[config.mk]
export PLATFORM = sky130hd
export DESIGN_NAME = lcd_spi_arbiter
export DESIGN_NICKNAME = d
export VERILOG_FILES = /design/src/rtl/lcd_spi_arbiter.sv
export SDC_FILE = /design/constraint.sdc
export NUM_CORES = 1
export LEC_CHECK = 0
export ABC_CLOCK_PERIOD_IN_PS = 6700
export CORE_UTILIZATION = 55
export DETAILED_ROUTE_END_ITERATION = 10
export DONT_BUFFER_PORTS = 1
export PLACE_DENSITY = 0.69
export SLEW_MARGIN = 20
export SYNTH_ARGS = -nofsm -noshare
export SYNTH_HDL_FRONTEND = slang
export SYNTH_SLANG_ARGS = --single-unit
[constraint.sdc]
create_clock -name clk -period 6.7 [get_ports clk]
set_input_delay 1.34 -clock clk [delete_from_list [all_inputs] [get_ports clk]]
set_output_delay 1.34 -clock clk [all_outputs]
set_load 0.1 [all_outputs]
[src/rtl/lcd_spi_arbiter.sv]
// Burst arbiter sharing the ILI9341 SPI byte engine between the command sequencer (port 0) and the pixel stream (port 1).
// Build option: define LCD_ARB_PRIO_EN so that port 0 wins every tie (round-robin otherwise).
module lcd_spi_arbiter #(
  parameter int GAP_CYC     = 8,
  parameter int TIMEOUT_CYC = 5_000_000
) (
  input  logic       clk,
  input  logic       btnC,
  input  logic       r0_valid,
  input  logic [7:0] r0_data,
  input  logic       r0_dc,
  input  logic       r0_last,
  output logic       r0_ready,
  input  logic       r1_valid,
  input  logic [7:0] r1_data,
  input  logic       r1_dc,
  input  logic       r1_last,
  output logic       r1_ready,
  output logic       spi_valid,
  output logic [7:0] spi_data,
  output logic       spi_dc,
  input  logic       spi_ready,
  output logic       lcd_cs_hold,
  output logic [1:0] grant,
  output logic       timeout_pulse
);

  localparam int TO_BITS = $clog2(TIMEOUT_CYC + 1);
  localparam int CNT_W   = (TO_BITS > 24) ? TO_BITS : 24;
  localparam int GAP_W   = (GAP_CYC > 1) ? $clog2(GAP_CYC) : 1;
  localparam logic [CNT_W-1:0] TO_LAST  = CNT_W'(TIMEOUT_CYC - 1);
  localparam logic [GAP_W-1:0] GAP_LAST = GAP_W'(GAP_CYC - 1);

  typedef enum logic [1:0] {
    ST_IDLE = 2'd0,
    ST_OWN0 = 2'd1,
    ST_OWN1 = 2'd2,
    ST_GAP  = 2'd3
  } state_e;

  state_e           state_q, state_d;
  logic             done_q, done_d;
  logic             rr_last_q, rr_last_d;
  logic [CNT_W-1:0] idle_cnt_q, idle_cnt_d;
  logic [GAP_W-1:0] gap_cnt_q, gap_cnt_d;
  logic             spi_valid_q, spi_valid_d;
  logic [7:0]       spi_data_q, spi_data_d;
  logic             spi_dc_q, spi_dc_d;

  logic       owning;
  logic       own_sel;
  logic       own_valid;
  logic [7:0] own_data;
  logic       own_dc;
  logic       own_last;
  logic       can_load;
  logic       accept;
  logic       tie_to_r1;

`ifdef LCD_ARB_PRIO_EN
  assign tie_to_r1 = 1'b0;
`else
  assign tie_to_r1 = !rr_last_q;
`endif

  // The output register can take a new byte when empty or when it drains this cycle.
  always_comb begin
    owning    = (state_q == ST_OWN0) || (state_q == ST_OWN1);
    own_sel   = (state_q == ST_OWN1);
    own_valid = own_sel ? r1_valid : r0_valid;
    own_data  = own_sel ? r1_data  : r0_data;
    own_dc    = own_sel ? r1_dc    : r0_dc;
    own_last  = own_sel ? r1_last  : r0_last;
    can_load  = !spi_valid_q || spi_ready;
    accept    = owning && !done_q && own_valid && can_load;
  end

  always_comb begin
    state_d       = state_q;
    done_d        = done_q;
    rr_last_d     = rr_last_q;
    idle_cnt_d    = idle_cnt_q;
    gap_cnt_d     = gap_cnt_q;
    r0_ready      = 1'b0;
    r1_ready      = 1'b0;
    lcd_cs_hold   = 1'b0;
    grant         = 2'b00;
    timeout_pulse = 1'b0;
    unique case (state_q)
      ST_IDLE: begin
        idle_cnt_d = '0;
        done_d     = 1'b0;
        if (r0_valid && r1_valid) begin
          state_d = tie_to_r1 ? ST_OWN1 : ST_OWN0;
        end else if (r0_valid) begin
          state_d = ST_OWN0;
        end else if (r1_valid) begin
          state_d = ST_OWN1;
        end
      end
      ST_OWN0, ST_OWN1: begin
        lcd_cs_hold = 1'b1;
        grant       = own_sel ? 2'b10 : 2'b01;
        r0_ready    = !own_sel && !done_q && can_load;
        r1_ready    = own_sel && !done_q && can_load;
        // After the last byte, CS stays low until the engine has taken it.
        if (done_q) begin
          if (can_load) begin
            state_d   = ST_GAP;
            gap_cnt_d = '0;
            done_d    = 1'b0;
          end
        end else if (own_valid) begin
          idle_cnt_d = '0;
          if (accept && own_last) begin
            done_d    = 1'b1;
            rr_last_d = own_sel;
          end
        end else if (idle_cnt_q >= TO_LAST) begin
          timeout_pulse = 1'b1;
          rr_last_d     = own_sel;
          state_d       = ST_GAP;
          gap_cnt_d     = '0;
        end else if (idle_cnt_q != '1) begin
          idle_cnt_d = idle_cnt_q + 1'b1;
        end
      end
      ST_GAP: begin
        if (gap_cnt_q == GAP_LAST) begin
          state_d = ST_IDLE;
        end else begin
          gap_cnt_d = gap_cnt_q + 1'b1;
        end
      end
      default: state_d = ST_IDLE;
    endcase
  end

  always_comb begin
    spi_valid_d = spi_valid_q;
    spi_data_d  = spi_data_q;
    spi_dc_d    = spi_dc_q;
    if (accept) begin
      spi_valid_d = 1'b1;
      spi_data_d  = own_data;
      spi_dc_d    = own_dc;
    end else if (spi_ready) begin
      spi_valid_d = 1'b0;
    end
  end

  // rr_last resets to 1 so that port 0 wins the first tie.
  always_ff @(posedge clk or negedge btnC) begin
    if (!btnC) begin
      state_q     <= ST_IDLE;
      done_q      <= 1'b0;
      rr_last_q   <= 1'b1;
      idle_cnt_q  <= '0;
      gap_cnt_q   <= '0;
      spi_valid_q <= 1'b0;
      spi_data_q  <= 8'h00;
      spi_dc_q    <= 1'b0;
    end else begin
      state_q     <= state_d;
      done_q      <= done_d;
      rr_last_q   <= rr_last_d;
      idle_cnt_q  <= idle_cnt_d;
      gap_cnt_q   <= gap_cnt_d;
      spi_valid_q <= spi_valid_d;
      spi_data_q  <= spi_data_d;
      spi_dc_q    <= spi_dc_d;
    end
  end

  assign spi_valid = spi_valid_q;
  assign spi_data  = spi_data_q;
  assign spi_dc    = spi_dc_q;

endmodule

==> metrics.txt <==
status=finished, final reports clean; CTS Root Buffer Type=clkbuf_8; largest family of logic cells by synthesized area=simple AND/OR/NAND/NOR gates; Max VDD drop=0.548 mV; compound-gate portion of the synthesized area=0.220; Total Neg Setup Slack=0 ps; leading area contributor after synthesis=dfrtp_1; post-synth top area share=0.397; total CTS buffers=5; Post-Synth Adder-Cell Area=0.0397; Synth Instances=approximately 270; delay-heaviest family, CP=simple AND/OR/NAND/NOR gates; PortBufs=0; die width=69.7 um; Clock Skew=11.4 ps; r2r setup slk=3570 ps; number of flops mapped to enable cells by yosys=0; grt ovf=0; Sink Count=41; fin crit share=0.749; xor and xnor area share after synthesis=0; multiplexer share of the synthesized area=0.0695; post-CTS setup buffers=0; Post-Synth Simple-Gate Area=0.221; crit-path cells=inv_1, ha_2, mux2_2, o31ai_1, nor2_1, nor2_2; CP bufs+invs=1; # DRC=0; RR Startpoint=state_q[0]$_DFFE_PN0P_; DR pass1 iterations=4; Max stage delay on crit path=850 ps; Commonest cells post-synth=dfrtp_1 (40), a21oi_1 (28), nor2_1 (22); worst r2r dst=idle_cnt_q[8]$_DFFE_PN0P_; TritonCTS clock tree=done; H-tree Lvls=2; Yosys reg bits=41; R2R depth=7; sw frac=0.583; cts repair resizes=0; required time of the critical path=5360 ps; top_reg_cell synth=dfrtp_1; Vias=2,095; WL per Instance=16.7 um; Setup Crit Path Kind=register to output pin; Worst Tran Pin Value=1070 ps; gpl congestion=a little over 0.8; Lkg Pwr=between 0.001 and 0.0015 uW; most common cell in the synthesized netlist=dfrtp_1; initial core utilization=0.575; routed vias/inst=6.59; power consumption=between 1000 and 1500 uW; initial antenna violation count=0; final hold violations=0; Internal Power=594 uW; Min-Delay Endpoint=gap_cnt_q[1]$_DFFE_PN0P_; Synth area leaders=dfrtp_1 (40%), a21oi_1 (5.6%), o31ai_1 (5.4%), mux2i_1 (5.2%), or4_1 (4.5%); antenna cell count=0; minimum clock period=5020 ps; final setup fails=0; Die Y=69.7 um; # IOs=41; power per cell area=531 nW/um^2; # fillers=about 370; CTS Buffer Depth=2; Final #Nets=approximately 300; Slew headroom=0.289; Synthesized Nets=302; core area=4380 um^2; cts hold-fix bufs=0; Area Growth Syn to Fin=6.30%; clock latency on the worst-skew pair=300 ps; Post-Route WL=5320 um; Combinational Power Share=0.483; post-route ant nets=0; placed wire-length estimate=3860 um; Placement Rows=24; layout cell share with drive strength beyond 1=0.0902; RSZ-0062 raised after global routing=no; Die ar.=a little under 5000 um^2; DR iter-0 viols=142; GRT Total Usage=0.231; Hold/Removal Path Class=register to register; hold path cells=1; first-pass GRT wire length=8980 um; Pins Over Slew Limit=0; number of max-cap violations=0; CP arrival=3680 ps; Seq/Total Area, Yosys=0.407; largest net degree at the start of global routing=42; Psw=830 uW; vias in the first global route=between 1,500 and 2,000; Synth cell types=50; Startpoint Class=register; Critical Path Fanout Max=16; min-delay src=gap_cnt_q[1]$_DFFE_PN0P_; Ys Warns=0; clk slew on worst S/H paths=~90 ps; Fmax achieved=0.199 GHz; Critical Path End Type=output pin; Async S/R FF share, synth=1.00; Mean Syn Cell Area=between 9 and 10 um^2; clock network fraction of total power=0.119; CP max stage cell=nor2_2; Reg power frac=0.397; Mapped Area=2520 um^2
[placed cells by master (no fill, tap or decap), types with 5 or more instances in the layout]
cell,count
dfrtp_1,40
a21oi_1,28
nor2_1,21
nand2_1,18
o31ai_1,17
or4_1,15
mux2i_1,13
inv_1,11
nand3_1,10
ha_1,7
o21ai_0,5
clkbuf_8,5
[flip-flops by register name (all words and copies together) (netlist names)]
name,cells
spi_data,8
idle_cnt_q,24
state_q,2
spi_valid,1
rr_last_q,1
done_q,1
gap_cnt_q,3
spi_dc,1
[stage by stage]
step / hold slack [ps] / cell area (um^2) / util / instances / setup WS, ps
3_5_place_dp: 490 / 2590 / 0.590 / 310 / 2020
3_3_place_gp: 492 / 2590 / 0.590 / 310 / 2070
2_1_floorplan: 470 / 2520 / - / 269 / 1440
4_1_cts: 519 / 2680 / 0.611 / 318 / 1680
5_1_grt: 545 / 2680 / 0.611 / 318 / 1530
6_report: 516 / 2680 / 0.611 / 318 / 1680
[cell type report]
cell class,instances,area (um^2),area share
Sequential cell,41,1030,0.383
Timing Repair Buffer,3,40.0,0.0149
Multi-Input combinational cell,203,1410,0.527
Tap cell,52,65.1,0.0243
Clock buffer,5,68.8,0.0257
Clock inverter,3,25.0,0.00934
Inverter,11,41.3,0.0154
[worst reg2reg max path: cells and delay by family (launching register included)]
| family | cells | cell delay [ps] |
|---|---|---|
| fa+ha+maj | 1 | 800 |
| buf+inv | 1 | 120 |
| flops | 1 | 430 |
| mux | 2 | 590 |
| simple gates | 3 | 1120 |
[per-layer routing]
metal  routed length (um)  part of all wire  vias to the layer above  global-route usage
met2                 2480              0.47                       48               0.356
met3                  238             0.045                        7              0.0567
met5                    0                 0                        -                   0
li1                     -                 -                     1019                   -
met4                   54             0.010                        0              0.0667
met1                 2550              0.48                     1021               0.325
[power groups by stage]
stage / clock network (uW) / logic, uW / registers, uW
2_1_floorplan: 0 / 562 / 558
3_3_place_gp: 0 / 677 / 569
3_5_place_dp: 0 / 685 / 571
4_1_cts: 174 / 686 / 566
5_1_grt: 184 / 746 / 573
6_report: 170 / 688 / 566
[worst max-delay path by stage]
stage                     depth (start not counted)            end                   start
final                                             6  timeout_pulse  state_q[0]$_DFFE_PN0P_
after global routing                              6  timeout_pulse  state_q[0]$_DFFE_PN0P_
after CTS                                         6  timeout_pulse  state_q[0]$_DFFE_PN0P_
after detailed placement                          6  timeout_pulse  state_q[0]$_DFFE_PN0P_
after global placement                            6  timeout_pulse  state_q[0]$_DFFE_PN0P_
after floorplan                                   5       r0_ready  state_q[0]$_DFFE_PN0P_
[kinds of logic after synthesis]
group,count (synthesis)
buf+inv,25
flops,41
fa+ha+maj,8
compound gates,78
mux,17
simple gates,100
Note: power is estimated with default switching activity, not from simulation.
